===== config.mk =====
export PLATFORM = sky130hd
export DESIGN_NAME = pingpong_bank_ctrl_flat
export DESIGN_NICKNAME = d
export VERILOG_FILES = /design/src/rtl/pingpong_bank_ctrl_pkg.sv /design/src/rtl/pingpong_bank_ctrl_if.sv /design/src/rtl/pp_offset_cnt.sv /design/src/rtl/pingpong_bank_ctrl.sv /design/src/flat_wrapper.sv
export SDC_FILE = /design/constraint.sdc
export NUM_CORES = 1
export LEC_CHECK = 0
export ABC_AREA = 1
export BUFFER_PORTS_ARGS = -buffer_cell sky130_fd_sc_hd__buf_2
export CORE_MARGIN = 5
export CORE_UTILIZATION = 55
export DETAILED_ROUTE_END_ITERATION = 8
export HOLD_SLACK_MARGIN = 0.08
export PLACE_DENSITY = 0.8
export SETUP_SLACK_MARGIN = 0.5
export SLEW_MARGIN = 5
export SYNTH_ARGS = -nofsm -noshare
export SYNTH_HDL_FRONTEND = slang
export SYNTH_HIERARCHICAL = 1
export SYNTH_SLANG_ARGS = --single-unit

===== constraint.sdc =====
create_clock -name clk -period 4.9 [get_ports clk]
set_input_delay 0.49 -clock clk [delete_from_list [all_inputs] [get_ports clk]]
set_output_delay 0.49 -clock clk [all_outputs]
set_load 0.02 [all_outputs]

===== src/rtl/pingpong_bank_ctrl_pkg.sv =====
// pingpong_bank_ctrl_pkg: bank-state encodings, bank-index width and the bank picker
// shared by the ping-pong buffer controller.
package pingpong_bank_ctrl_pkg;
    localparam int BANK_W = 1;

    typedef enum logic [1:0] {
        EMPTY    = 2'd0,
        FILLING  = 2'd1,
        FULL     = 2'd2,
        DRAINING = 2'd3
    } bank_st_t;

    // Chooses between two candidate banks; pref breaks the tie when both qualify.
    function automatic logic [BANK_W-1:0] pick(input logic b0, input logic b1, input logic pref);
        return (b0 && b1) ? pref : !b0;
    endfunction
endpackage


===== src/rtl/pingpong_bank_ctrl_if.sv =====
// pingpong_bank_ctrl_if: writer/reader/RAM-side signals of the ping-pong controller.
// drop_cnt (and CW) exist only when PPBUF_STATUS_EN is defined.
interface pingpong_bank_ctrl_if #(
    parameter int AW = 8
`ifdef PPBUF_STATUS_EN
    , parameter int CW = 16
`endif
);
    logic          wr_valid;
    logic          rd_en;
    logic          rd_loop;
    logic          ram_we;
    logic [AW:0]   ram_waddr;
    logic          ram_re;
    logic [AW:0]   ram_raddr;
    logic          rd_valid;
    logic          rd_last;
    logic [3:0]    bank_state;
    logic          overrun;
`ifdef PPBUF_STATUS_EN
    logic [CW-1:0] drop_cnt;
`endif

    modport master (
        input  wr_valid, rd_en, rd_loop,
        output ram_we, ram_waddr, ram_re, ram_raddr, rd_valid, rd_last, bank_state, overrun
`ifdef PPBUF_STATUS_EN
        , output drop_cnt
`endif
    );

    modport slave (
        output wr_valid, rd_en, rd_loop,
        input  ram_we, ram_waddr, ram_re, ram_raddr, rd_valid, rd_last, bank_state, overrun
`ifdef PPBUF_STATUS_EN
        , input drop_cnt
`endif
    );
endinterface


===== src/rtl/pp_offset_cnt.sv =====
// pp_offset_cnt: AW-bit bank offset counter with clear, increment and terminal-count flag.
module pp_offset_cnt #(
    parameter int AW = 8
) (
    input  logic          clk,
    input  logic          rst_n,
    input  logic          clr,
    input  logic          inc,
    output logic [AW-1:0] cnt,
    output logic          tc
);
    always_ff @(posedge clk or negedge rst_n)
        if (!rst_n) cnt <= '0;
        else if (clr) cnt <= '0;
        else if (inc) cnt <= cnt + AW'(1);

    assign tc = &cnt;
endmodule


===== src/rtl/pingpong_bank_ctrl.sv =====
// pingpong_bank_ctrl: two-bank circular capture buffer controller over one 2*2**AW-word RAM.
// Define PPBUF_STATUS_EN to add the saturating drop_cnt counter.
module pingpong_bank_ctrl
    import pingpong_bank_ctrl_pkg::*;
#(
    parameter int AW = 8
`ifdef PPBUF_STATUS_EN
    , parameter int CW = 16
`endif
) (
    input logic                 clk,
    input logic                 rst_n,
    pingpong_bank_ctrl_if.master bus
);
    bank_st_t            st [2];
    bank_st_t            st_nx [2];
    logic                wr_act, wr_act_nx, rd_act, rd_act_nx;
    logic [BANK_W-1:0]   wr_bank, wr_bank_nx, rd_bank, rd_bank_nx, last_fill, last_fill_nx;
    logic [BANK_W-1:0]   claim, w_bank, sel;
    logic [AW-1:0]       wcnt, rcnt;
    logic                wtc, rtc, e0, e1, f0, f1, we, ovr, start, rd_valid_q, rd_last_q;

    assign e0     = st[0] == EMPTY;
    assign e1     = st[1] == EMPTY;
    assign f0     = st[0] == FULL;
    assign f1     = st[1] == FULL;
    // last_fill resets to 1 so the first claim after reset lands on bank 0
    assign claim  = pick(e0, e1, ~last_fill);
    assign sel    = pick(f0, f1, ~last_fill);
    assign w_bank = wr_act ? wr_bank : claim;
    assign we     = rst_n && bus.wr_valid && (wr_act || e0 || e1);
    assign ovr    = rst_n && bus.wr_valid && !wr_act && !e0 && !e1;
    assign start  = !rd_act && bus.rd_en && (f0 || f1);

    pp_offset_cnt #(.AW(AW)) u_wcnt (
        .clk(clk), .rst_n(rst_n), .clr(we && wtc), .inc(we), .cnt(wcnt), .tc(wtc)
    );

    pp_offset_cnt #(.AW(AW)) u_rcnt (
        .clk(clk), .rst_n(rst_n), .clr(rd_act && rtc), .inc(rd_act), .cnt(rcnt), .tc(rtc)
    );

    always_comb begin
        st_nx        = st;
        wr_act_nx    = wr_act;
        wr_bank_nx   = wr_bank;
        rd_act_nx    = rd_act;
        rd_bank_nx   = rd_bank;
        last_fill_nx = last_fill;
        if (we) begin
            wr_bank_nx     = w_bank;
            wr_act_nx      = !wtc;
            st_nx[w_bank]  = wtc ? FULL : FILLING;
            last_fill_nx   = wtc ? w_bank : last_fill;
        end
        if (start) begin
            rd_act_nx  = 1'b1;
            rd_bank_nx = sel;
            st_nx[sel] = DRAINING;
        end
        // Looping keeps a lone bank available for replay; a newer full bank takes priority
        if (rd_act && rtc) begin
            rd_act_nx      = 1'b0;
            st_nx[rd_bank] = (bus.rd_loop && st[~rd_bank] != FULL) ? FULL : EMPTY;
        end
    end

    always_ff @(posedge clk or negedge rst_n)
        if (!rst_n) begin
            st         <= '{EMPTY, EMPTY};
            wr_act     <= 1'b0;
            wr_bank    <= '0;
            rd_act     <= 1'b0;
            rd_bank    <= '0;
            last_fill  <= '1;
            rd_valid_q <= 1'b0;
            rd_last_q  <= 1'b0;
        end else begin
            st         <= st_nx;
            wr_act     <= wr_act_nx;
            wr_bank    <= wr_bank_nx;
            rd_act     <= rd_act_nx;
            rd_bank    <= rd_bank_nx;
            last_fill  <= last_fill_nx;
            rd_valid_q <= rd_act;
            rd_last_q  <= rd_act && rtc;
        end

    assign bus.ram_we     = we;
    assign bus.ram_waddr  = {w_bank, wcnt};
    assign bus.ram_re     = rd_act;
    assign bus.ram_raddr  = {rd_bank, rcnt};
    assign bus.rd_valid   = rd_valid_q;
    assign bus.rd_last    = rd_last_q;
    assign bus.bank_state = {st[1], st[0]};
    assign bus.overrun    = ovr;

`ifdef PPBUF_STATUS_EN
    logic [CW-1:0] dc;

    always_ff @(posedge clk or negedge rst_n)
        if (!rst_n) dc <= '0;
        else if (ovr && !(&dc)) dc <= dc + CW'(1);

    assign bus.drop_cnt = dc;
`endif
endmodule

===== src/flat_wrapper.sv =====
// flat-port wrapper written by rule: the top's interface ports become plain ports
module pingpong_bank_ctrl_flat import pingpong_bank_ctrl_pkg::*;
#(
    parameter int AW = 8

)
  (clk, rst_n, bus_wr_valid, bus_rd_en, bus_rd_loop, bus_ram_we, bus_ram_waddr, bus_ram_re, bus_ram_raddr, bus_rd_valid, bus_rd_last, bus_bank_state, bus_overrun);
  pingpong_bank_ctrl_if #(.AW(AW)) bus_i ();
  input logic clk;
  input logic rst_n;
  input wire logic [$bits(bus_i.wr_valid)-1:0] bus_wr_valid;
  input wire logic [$bits(bus_i.rd_en)-1:0] bus_rd_en;
  input wire logic [$bits(bus_i.rd_loop)-1:0] bus_rd_loop;
  output wire logic [$bits(bus_i.ram_we)-1:0] bus_ram_we;
  output wire logic [$bits(bus_i.ram_waddr)-1:0] bus_ram_waddr;
  output wire logic [$bits(bus_i.ram_re)-1:0] bus_ram_re;
  output wire logic [$bits(bus_i.ram_raddr)-1:0] bus_ram_raddr;
  output wire logic [$bits(bus_i.rd_valid)-1:0] bus_rd_valid;
  output wire logic [$bits(bus_i.rd_last)-1:0] bus_rd_last;
  output wire logic [$bits(bus_i.bank_state)-1:0] bus_bank_state;
  output wire logic [$bits(bus_i.overrun)-1:0] bus_overrun;
  assign bus_i.wr_valid = bus_wr_valid;
  assign bus_i.rd_en = bus_rd_en;
  assign bus_i.rd_loop = bus_rd_loop;
  assign bus_ram_we = bus_i.ram_we;
  assign bus_ram_waddr = bus_i.ram_waddr;
  assign bus_ram_re = bus_i.ram_re;
  assign bus_ram_raddr = bus_i.ram_raddr;
  assign bus_rd_valid = bus_i.rd_valid;
  assign bus_rd_last = bus_i.rd_last;
  assign bus_bank_state = bus_i.bank_state;
  assign bus_overrun = bus_i.overrun;
  pingpong_bank_ctrl #(.AW(AW)) u_core (.clk(clk), .rst_n(rst_n), .bus(bus_i));
endmodule

## Word-level counts from Yosys, hierarchy flattened

Index checks and enable logic that the tools add are counted.

| storage, ports and cells | value |
|---|---|
| register bits | 27 |
| output and inout bits | 27 |

| cells by class | value |
|---|---|
| $add $sub $neg | 2 |
| order comparisons | 7 |
| eq/ne operators | 3 |
| mux-type cells | 25 |
| bitwise gates (word level) | 7 |
| reduce and logical (&&, ||, !) cells | 32 |

Operators by type and width:

| operator | number |
|---|---|
| $mux 8 | 4 |
| $add 8x1->8 const B | 2 |
| $mux 2 | 8 |
| $reduce_and 8->1 | 2 |
| $logic_and 1x1->1 | 15 |
| $mux 4 | 3 |
| $reduce_and 9->1 | 1 |
| $bwmux 4 | 2 |
| $ge 2x2->1 const B | 4 |
| $not 1->2 | 4 |
| $demux 2 s1 | 3 |
| $logic_not 1->1 | 6 |
| $lt 2x1->1 const B | 3 |
| $reduce_bool 2->1 | 3 |
| $mux 1 | 5 |
| $eq 2x2->1 const B | 2 |
| $logic_not 2->1 | 2 |
| $or 4x4->4 | 1 |
| $logic_or 1x1->1 | 3 |
| $ne 2x2->1 const B | 1 |
| $not 1->1 | 2 |

## Logic depth before layout (Yosys ltp)

| depth | value |
|---|---|
| depth in word-level cells | 15 |
| mapped depth | 12 |
| mapped depth without buffers | 12 |

## By module

Netlist, hierarchy kept.

Modules (own cells, without submodules):

| module | instances | cells each | area each (um^2) | sequential area each (um^2) |
|---|---|---|---|---|
| pp_offset_cnt | 2 | 57 | 424.2 | 200.2 |
| pingpong_bank_ctrl | 1 | 82 | 653.1 | 276.5 |

## Least setup slack after synthesis

Ideal clock, no wire load.

| timing path | value |
|---|---|
| path kind | reg-to-reg |
| start | register u_core.u_rcnt.cnt[1] |
| end | register u_core.u_rcnt.cnt[7] |
| library setup time | 0.119 ns |
| data arrival time | 1.635 ns |
| path slack | 3.145 ns |
| stages on the path, launching flop included | 12 |
| period minus slack after synthesis | 1.755 ns |
| cell sequence | dfrtp_1 ha_1 nand2_1 inv_1 and3_1 nand2_1 inv_1 nor2_2 nor2_2 nand3_1 nand2_1 nor2_1 |

| between the ends | value |
|---|---|
| cells in the longest elaborated chain, start to end | 3 |
| elaborated cells on any way between the ends | 6 |

Ends and longest elaborated chain:

| element | line | RTL |
|---|---|---|
| start: declaration | pp_offset_cnt.sv:9 | `output logic [AW-1:0] cnt,` |
| start signal: assignment | pp_offset_cnt.sv:15 | `else if (inc) cnt <= cnt + AW'(1);` |
| $reduce_and 8->1 (*) | pp_offset_cnt.sv:17 | `assign tc = &cnt;` |
| net u_core.rtc | pingpong_bank_ctrl.sv:21 | `logic wtc, rtc, e0, e1, f0, f1, we, ovr, start, rd_valid_q, rd_last_q;` |
| $logic_and 1x1->1 (*) | pingpong_bank_ctrl.sv:40 | `.clk(clk), .rst_n(rst_n), .clr(rd_act && rtc), .inc(rd_act), .cnt(rcnt), .tc(rtc)` |
| $mux 8 or $reduce_bool 2->1 (tied branches) | n/a |  |

The timed path passes the listed nets; every way through them passes the cells marked *. The select of a mux whose other input is x is not followed.
A chain may end at the register's enable or synchronous reset.

## Worst setup path after layout

| timing path | value |
|---|---|
| start | input port rst_n |
| end | output port bus_ram_we |

| between the ends | value |
|---|---|
| cells in the longest elaborated chain, start to end | 2 |

Ends and longest elaborated chain:

| element | line | RTL |
|---|---|---|
| start: declaration | flat_wrapper.sv:10 | `input logic rst_n;` |
| $logic_and 1x1->1 (2 in a row) | pingpong_bank_ctrl.sv:31 | `assign we = rst_n && bus.wr_valid && (wr_act \|\| e0 \|\| e1);` |
| end: declaration | flat_wrapper.sv:14 | `output wire logic [$bits(bus_i.ram_we)-1:0] bus_ram_we;` |

Every way passes these cells.

==> flow_summary.yaml <==
status:
  status: "complete, no violations"
clocking:
  clk_latency_ps: 320
  clkSinkCount: 27
  holdBufCountCts: 0
  htree_levels: 1
  cts_resized: 0
  cts_buffers: 3
  post_cts.repair.setup_buffers: 0
  cts_buffer_depth: 2
  clk_pin_slew_worst_paths_ps: 140
  cts_tree: "built"
  cts-root-buf: "clkbuf_4"
critical_path:
  cpLargestDelayFamily: "buffers and inverters"
  r2r_setup_slack_ps: 3020
  cp_common_cell: "buf_2"
  critPathBufInv: 4
  required_ps: 4410
  cp_max_fo: 28
  slowest_delay_ps: 470
  critPathKind: "in2out"
  critPathCaptureType: "primary output"
  cp-start-kind: "input pin"
  cp_cell_sequence: "buf_2 -> nand2_1 -> inv_1 -> nand2_4 -> inv_2 -> buf_2"
  crit_arrival_ps: 1650
  slowest_stage: "buf_2"
min_path:
  hp-class: "in2async"
pwr:
  pwr-share-seq_pct: 55.8
  switchingPower_uw: 165.1
  peakVddDrop_uv: 209.0
  powerDensity_nw_per_um2: 280.9
  p_clk_share_pct: 19.9
  p_int_uw: 314.3
  comb_power_share_pct: 24.3
  leakage_nw: 0.9628
  p_sw_share_pct: 34.43
timing:
  fin_tns_setup_ps: 0
  final_max_slew_viol_count: 0
  setup_viol: 0
  fmax_ghz: 0.4669
  skew_ps: 9.706
  hold_viol: 0
  period_share_pct: 43.71
  slew_headroom_pct: 59.99
  rsz0062_at_grt: "no"
  tightest_slew_ps: 600.2
  timing.hold.ws_ps: 147.8
  period_needed_ps: 2142
  finalWorstSetupSlack_ps: 2758
detailed_routing:
  drt-vias-per-instance: 5.031
  drcViolationCount: 0
  wirelength_um: 2950
  wl_per_cell_um: 11.35
  vias: 1308
  drt_iter0_markers: 85
  ant_nets: 0
  dr.pass1.iters: 4
synthesis:
  ys_seq_area_share_pct: 45.08
  synth_cell_type_count: 25
  syn_nets: 203
  postSynthAreaPerCell_um2: 7.660
  synthCells: 196
  synth_area_um2: 1501
  synthTopCellsByArea: "dfrtp_1 43%, nand2_1 9.7%, inv_1 7.0%, nor2_1 5.2%, nand3_1 5.0%"
  yosys.area.top_type_share_pct: 43.33
  ys_warn_count: 6
  synth_top_cell_by_area: "dfrtp_1"
  ys_ff_latch: 27
finish:
  finalNonFillerCells: 260
  syn2layout_area_growth_pct: 13.67
  num-fill-cells: 239
  nets: 237
  drive_above_1_share_pct: 28.82
  diodes: 0
grt:
  grt_antenna_before_repair: 0
  grtUsageTotal_pct: 17.08
  grt_pass1_vias: 1355
  grt_overflow_total: 0
  grt_pass1_wl_um: 5609
  grt_max_degree: 29
floorplan:
  die_width_um: 62.25
  core_um2: 2686
  start_util_pct: 55.89
  die_h_um: 62.25
  io_pins: 32
  core.rowCount: 19
  die_area_um2: 3875
job:
  max_cap_violations: 0
place:
  dp.cells: 256
  gp_congestion: 0.8276
  hpwl_um: 2286
  io_buffers: 31
  preCtsSetupSlack_ps: 2703
-- state kept, by name, summed over array words and instances, names as in the netlist --
register / cells
u_core/u_wcnt/cnt: 8
u_core/bus.ram_re: 1
u_core/bus.bank_state: 4
u_core/bus.rd_valid: 1
u_core/u_rcnt/cnt: 8
u_core/last_fill: 1
u_core/wr_bank: 1
u_core/rd_bank: 1
u_core/wr_act: 1
u_core/bus.rd_last: 1
-- power groups by stage --
stage                     registers, mW  logic [mW]  clock network (mW)
final                             0.268       0.116              0.0954
after global routing              0.274       0.133               0.108
after CTS                         0.268       0.118              0.0990
after detailed placement          0.273       0.117                   0
after global placement            0.271       0.117                   0
after floorplan                   0.294      0.0569                   0
-- stage by stage --
step                cell area [um^2]  util [%]  power (mW)
floorplan                       1501         -      0.3511
global placement                1680     62.55      0.3877
detailed placement              1680     62.55      0.3900
global route                    1707     63.53      0.5155
CTS                             1707     63.53      0.4847
finish                          1707     63.53      0.4794
-- cell usage in the layout, fill, tap and decap left out, types with 2 or more instances in the layout --
master / instances
nand3_1: 15
a21oi_2: 2
dfrtp_1: 26
inv_1: 28
nand2_4: 3
buf_2: 31
inv_2: 7
nand2_2: 7
o21ai_0: 7
nor3_1: 2
nand4_1: 2
a21oi_1: 10
o21ai_1: 6
and3_1: 2
clkbuf_4: 3
nand2_1: 39
nor2_2: 8
ha_1: 2
nor2_1: 21
-- cells in the mapped netlist --
master / instances
o21ai_1: 6
nor2_1: 21
dfrtp_1: 26
nand3_2: 1
o21bai_1: 1
nand3_4: 1
o21ai_0: 7
and3_1: 2
inv_4: 1
nand2_2: 7
inv_1: 28
nand2_1: 39
nand2_4: 3
inv_2: 7
nand4_1: 2
o21ai_2: 1
buf_4: 2
a21boi_1: 1
a21oi_2: 2
nand3_1: 15
a21oi_1: 10
ha_1: 2
nor3_1: 2
nor2_2: 8
dfstp_2: 1
-- layout make-up --
class / count / area [um^2] / share of cell area, %
Sequential cell: 27 / 676.9 / 39.66
Multi-Input combinational cell: 131 / 671.9 / 39.37
Timing Repair Buffer: 31 / 155.1 / 9.091
Inverter: 36 / 137.6 / 8.065
Tap cell: 31 / 38.79 / 2.273
Clock buffer: 4 / 26.28 / 1.540
-- worst register-to-register path, delay by kind of cell, from the launching register on --
kind / cells / cell delay, ps
buffers and inverters: 2 / 270
AND/OR/NAND/NOR: 8 / 880
adder cells (fa/ha/maj): 1 / 190
flip-flops: 1 / 440
-- layer usage --
metal  GRT usage [%]  vias up  routed length [um]
met1           21.84      593                1384
met5               0        -                   0
met4           6.101        0                  34
met2           28.63       31                1374
met3           3.243        6                 155
li1                -      678                   -
-- kinds of logic after synthesis --
kind of cell	Yosys count	synth area share, %
flip-flops	27	45.08
AND/OR/NAND/NOR	101	32.67
adder cells (fa/ha/maj)	2	1.666
buffers and inverters	38	10.17
AO/OA/AOI/OAI	28	10.42
-- worst paths after layout --
check / cells past startpoint / start / to
min: 1 / rst_n / u_core/bus.bank_state[1]
min reg2reg: 2 / u_core/last_fill / u_core/last_fill
max reg2reg: 11 / u_core/u_rcnt/cnt[1] / u_core/u_rcnt/cnt[7]
max in group asynchronous: 1 / rst_n / u_core/u_wcnt/cnt[5]
min in group clk: 5 / bus_rd_en / u_core/rd_bank
max: 6 / rst_n / bus_ram_we
Power figures use the tool's default switching activity.
